`src/rtl/gemm_tile_scheduler.sv`:
```
// GEMM tile-loop sequencer: weight preload, ifmap streaming and accumulator drain per N/K tile.
// Optional layer cycle counter is enabled by defining GEMM_SCHED_PERF_CNT_EN.
module gemm_tile_scheduler #(
  parameter int PE_SIZE    = 14,
  parameter int K_TILES    = 21,
  parameter int N_TILES    = 5,
  parameter int M_ROWS     = 16,
  parameter int ADDR_WIDTH = 13
) (
  input  logic                         clk,
  input  logic                         rst,
  input  logic                         start_i,
  input  logic                         drain_ready_i,
  output logic                         busy_o,
  output logic                         done_o,
  output logic                         wmem_ce_o,
  output logic [ADDR_WIDTH-1:0]        wmem_addr_o,
  output logic                         imem_ce_o,
  output logic [ADDR_WIDTH-1:0]        imem_addr_o,
  output logic [PE_SIZE-1:0]           weight_en_col_o,
  output logic                         psum_en_o,
  output logic                         acc_wren_o,
  output logic                         acc_rden_o,
  output logic [$clog2(K_TILES):0]     k_tile_o,
  output logic [$clog2(N_TILES):0]     n_tile_o,
  output logic [31:0]                  cycle_cnt_o
);

  localparam int STREAM_LEN = M_ROWS + 2*PE_SIZE - 1;
  localparam int KW = $clog2(K_TILES) + 1;
  localparam int NW = $clog2(N_TILES) + 1;
  localparam int JW = $clog2(PE_SIZE + 1);
  localparam int SW = $clog2(STREAM_LEN + 1);
  localparam int DW = $clog2(M_ROWS + 1);

  typedef enum logic [2:0] {IDLE, WLOAD, STREAM, DRAIN, DONE} state_t;

  state_t                state_reg, state_next;
  logic [JW-1:0]         j_reg, j_next;
  logic [SW-1:0]         s_reg, s_next;
  logic [DW-1:0]         d_reg, d_next;
  logic [KW-1:0]         k_reg, k_next;
  logic [NW-1:0]         n_reg, n_next;
  logic [ADDR_WIDTH-1:0] waddr_reg, waddr_next;
  logic [ADDR_WIDTH-1:0] ibase_reg, ibase_next;

  always_ff @(posedge clk) begin
    if (rst) begin
      state_reg <= IDLE;
      j_reg     <= '0;
      s_reg     <= '0;
      d_reg     <= '0;
      k_reg     <= '0;
      n_reg     <= '0;
      waddr_reg <= '0;
      ibase_reg <= '0;
    end else begin
      state_reg <= state_next;
      j_reg     <= j_next;
      s_reg     <= s_next;
      d_reg     <= d_next;
      k_reg     <= k_next;
      n_reg     <= n_next;
      waddr_reg <= waddr_next;
      ibase_reg <= ibase_next;
    end
  end

  always_comb begin
    state_next      = state_reg;
    j_next          = j_reg;
    s_next          = s_reg;
    d_next          = d_reg;
    k_next          = k_reg;
    n_next          = n_reg;
    waddr_next      = waddr_reg;
    ibase_next      = ibase_reg;
    done_o          = 1'b0;
    wmem_ce_o       = 1'b0;
    wmem_addr_o     = '0;
    imem_ce_o       = 1'b0;
    imem_addr_o     = '0;
    weight_en_col_o = '0;
    psum_en_o       = 1'b0;
    acc_wren_o      = 1'b0;
    acc_rden_o      = 1'b0;

    case (state_reg)
      IDLE: begin
        if (start_i) begin
          state_next = WLOAD;
          j_next     = '0;
          k_next     = '0;
          n_next     = '0;
          waddr_next = '0;
          ibase_next = '0;
        end
      end

      WLOAD: begin
        if (j_reg < JW'(PE_SIZE)) begin
          wmem_ce_o   = 1'b1;
          wmem_addr_o = waddr_reg;
          waddr_next  = waddr_reg + 1'b1;
        end
        // Column enable trails the address by one cycle to match buffer read latency.
        if (j_reg != '0)
          weight_en_col_o = PE_SIZE'(1) << (j_reg - 1'b1);
        if (j_reg == JW'(PE_SIZE)) begin
          j_next     = '0;
          s_next     = '0;
          state_next = STREAM;
        end else begin
          j_next = j_reg + 1'b1;
        end
      end

      STREAM: begin
        if (s_reg < SW'(M_ROWS)) begin
          imem_ce_o   = 1'b1;
          imem_addr_o = ibase_reg + ADDR_WIDTH'(s_reg);
        end
        psum_en_o  = (s_reg >= SW'(1)) && (s_reg <= SW'(M_ROWS));
        acc_wren_o = (s_reg >= SW'(2*PE_SIZE-1)) && (s_reg <= SW'(2*PE_SIZE-2+M_ROWS));
        if (s_reg == SW'(STREAM_LEN-1)) begin
          s_next = '0;
          if (k_reg < KW'(K_TILES-1)) begin
            k_next     = k_reg + 1'b1;
            ibase_next = ibase_reg + ADDR_WIDTH'(M_ROWS);
            state_next = WLOAD;
          end else begin
            d_next     = '0;
            state_next = DRAIN;
          end
        end else begin
          s_next = s_reg + 1'b1;
        end
      end

      DRAIN: begin
        acc_rden_o = drain_ready_i;
        if (drain_ready_i) begin
          if (d_reg == DW'(M_ROWS-1)) begin
            d_next = '0;
            if (n_reg < NW'(N_TILES-1)) begin
              n_next     = n_reg + 1'b1;
              k_next     = '0;
              ibase_next = '0;
              state_next = WLOAD;
            end else begin
              state_next = DONE;
            end
          end else begin
            d_next = d_reg + 1'b1;
          end
        end
      end

      DONE: begin
        done_o     = 1'b1;
        state_next = IDLE;
      end

      default: state_next = IDLE;
    endcase
  end

  assign busy_o   = (state_reg != IDLE);
  assign k_tile_o = k_reg;
  assign n_tile_o = n_reg;

`ifdef GEMM_SCHED_PERF_CNT_EN
  logic [31:0] cycle_cnt_reg;

  always_ff @(posedge clk) begin
    if (rst)
      cycle_cnt_reg <= '0;
    else if (state_reg == IDLE && start_i)
      cycle_cnt_reg <= '0;
    else if (state_reg != IDLE)
      cycle_cnt_reg <= cycle_cnt_reg + 32'd1;
  end

  assign cycle_cnt_o = cycle_cnt_reg;
`else
  assign cycle_cnt_o = '0;
`endif

endmodule

```
`config.mk`:
```
export PLATFORM = sky130hd
export DESIGN_NAME = gemm_tile_scheduler
export DESIGN_NICKNAME = d
export VERILOG_FILES = /design/src/rtl/gemm_tile_scheduler.sv
export SDC_FILE = /design/constraint.sdc
export NUM_CORES = 1
export LEC_CHECK = 0
export CAP_MARGIN = 5
export CORE_MARGIN = 5
export CORE_UTILIZATION = 44
export CTS_CLUSTER_DIAMETER = 200
export DETAILED_ROUTE_END_ITERATION = 6
export GPL_TIMING_DRIVEN = 0
export PLACE_DENSITY_LB_ADDON = 0.05
export SLEW_MARGIN = 20
export SYNTH_ARGS = -nofsm -noshare
export SYNTH_HDL_FRONTEND = slang
export SYNTH_SLANG_ARGS = --single-unit
```
`constraint.sdc`:
```
create_clock -name clk -period 2.3 [get_ports clk]
set_input_delay 0.575 -clock clk [delete_from_list [all_inputs] [get_ports clk]]
set_output_delay 0.575 -clock clk [all_outputs]
set_load 0.05 [all_outputs]
```
==> metrics.cfg <==
[run_status]
outcome = finished, violations left
violations = setup timing

[synth]
synth_top_family_by_area = simple AND/OR/NAND/NOR gates
synth_xor_area_frac = 0.05193
synth_top_area_cell = dfxtp_1
yosys-top-cells-area = dfxtp_1, buf_4, nor2_1, a21oi_1, ha_1
synthFlopType = dfxtp_1
synth_compound_area_frac = 0.1443
yosysMostFrequentCell = nor2_1
ys_types = 60
synth_edf_count = 0
yosysSeqAreaShare = 0.2967
synth_fa_ha_area_frac = 0.04451
ys_seq_elements = 50
syn_area_mm2 = 0.003373
netlist.area_leader.share = 0.2967
syn_inst = 428
yosys_warnings = 0
netlist_top_cells_count = nor2_1, dfxtp_1, a21oi_1
avgSynthCellArea_um2 = 7.881
async_flop_share = 0
synthSimpleGateAreaFrac = 0.3353
synth_mux_area_frac = 0.01187

[hold_path]
hold_class = reg -> reg
hp-start = d_reg[4]

[clocking]
insertion_delay_ps = 310
cts.sinks = 50
cts.reportedPaths.clkPinSlew_ps = 90
cts_made_buffers = 5
h-tree-depth = 2
clockBufferDepth = 2
cts_tree = yes
cts_root_buf = clkbuf_8

[pwr]
p_per_area_mw_per_mm2 = 602.1
peakVddDrop_v = 0.0004047
p_leak_uw = 0.001958

[layout]
largest_register_ffs = 13
antenna_cells = 0
fillers = 670
nNetsFinal = 563
areaGrowthSynthToFinish_pct = 46.70
ff_latch_area_mm2 = 0.001023
multi_input_area_mm2 = 0.002404
layout.cells.non_filler = 650
final_layout_size_suffix_gt1_frac = 0.3668

[timing]
slew_violations = 0
setup_viol = 32
hold_viol = 0
finClkSkew_ps = 10.67
hold_ws_ps = 481.2
timing.final.ws_setup_ps = -259.8
slew_headroom = 0.6123
worst_slew_pin_slew_ps = 581.6
period_share = 1.113
max_freq_ghz = 0.3907
fin_crit_ps = 2560
rsz0062_at_grt = true

[detailed_routing]
drt_iter0_markers = 102
vias = 3255
drtPass1Iterations = 4
drc = 0
routed_wl_mm = 9.020
via_per_inst = 5.008
wl_per_cell_um = 13.88
drtAntennaViolNets = 0

[die]
initial_core_util = 0.4434
ios = 93
die_height_um = 97.56
fp-row-count = 32
dieWidth_um = 97.56
dieArea_mm2 = 0.009518
coreArea_mm2 = 0.007607

[grt]
grtUsageTotal = 0.1774
grt_overflow = 0
antenna_found_initial = 0
grt_pass1_wl_mm = 14.41
grt_pass1_vias = 3027
grt_start_max_net_pins = 16

[placed_design]
port_buffers = 60
dp_slack_ps = -841.5
place_inst = 622
dp.final_hpwl_mm = 6.216
place.gp.congestion = 0.7760

[worst_setup_path]
r2r-start = state_reg[1]
r2r_slack_ps = 90
worstPathArrival_ps = 1980
path_max_fanout = 3
crit_type = reg -> out
crit_required_ps = 1730
startpoint = state_reg[1]
cp-start-kind = register
crit_path_end_kind = output pin

[run]
max_cap_viol_count = 0

-- worst max-delay path: stages (launching register included) --
cell and delay [ps]:
dfxtp_2 350, buf_6 90, or3b_4 390, or3_4 390
buf_12 150, clkinv_8 40, and2_4 140, buf_8 140
-- stage by stage --
stage	cell area [um^2]	util	total power, uW	setup TNS, ps
after detailed placement	4394	0.5776	2091	-27470
after global placement	4394	0.5776	2075	-26510
after CTS	4700	0.6178	2883	-6752
final	4949	0.6505	2980	-5014
after floorplan	3666	-	1856	-1852
after global routing	4949	0.6505	3129	-6888
-- cell families (layout without fill, tap and decap cells) --
group                      count (synthesis)  in the layout
DFF                                       50             50
other                                      1             33
and+or+nand+nor                          200            200
muxes                                      4              4
adders and majority gates                 12             12
xor gates and xnor gates                  20             20
AOI/OAI and AO/OA                         79             79
buffers and inverters                     62            150
-- path summary, 6_finish.rpt --
kind,endpoint,cells after the start
setup / recovery,imem_addr_o[3],7
hold / removal,d_reg[4],1
setup reg to reg,d_reg[2],10
hold reg to reg,d_reg[4],1
-- cells in the final DEF (no fill, tap or decap), drive strengths merged, types with 13 or more instances in the layout --
cell type	netlist	final
dfxtp	50	50
o21ai	19	19
clkbuf	13	18
buf	42	110
nand3	17	17
clkdlybuf4s50	0	13
and2	20	20
nor2	56	56
a21oi	35	35
xnor2	13	13
nand2	26	26
conb	1	33
-- what timing repair did --
| item | CTS | global route |
|---|---|---|
| endpoints found under the setup margin | 47 | 46 |
| gates resized for setup | 332 | 64 |
| setup buffers | 14 | 16 |
| hold buffers | 0 | 0 |
| gates cloned | 1 | 0 |
| pin swaps | 5 | 9 |
-- where the power goes --
part	internal, uW	switching, uW	leakage, uW
Clock	276	303	0.0000544
Sequential	904	56.1	0.000409
Combinational	595	845	0.00149
Total	1780	1200	0.00196
-- routing by layer --
| metal | track usage | up-vias | share of wire |
|---|---|---|---|
| met5 | 0 | - | 0 |
| met4 | 0.05112 | 0 | 0.016 |
| li1 | - | 1663 | - |
| met2 | 0.3189 | 81 | 0.51 |
| met1 | 0.2134 | 1499 | 0.42 |
| met3 | 0.03374 | 12 | 0.048 |
-- layout make-up --
class / count / area share
clock inverters: 1 / 0.001770
inverters: 7 / 0.007838
well taps: 102 / 0.02579
flip-flops and latches: 50 / 0.2068
clock buffers: 7 / 0.01947
multi-input cells: 348 / 0.4857
plain buffers: 45 / 0.06448
repair buffers: 90 / 0.1881
No activity file was read; power rests on OpenSTA's default activity.
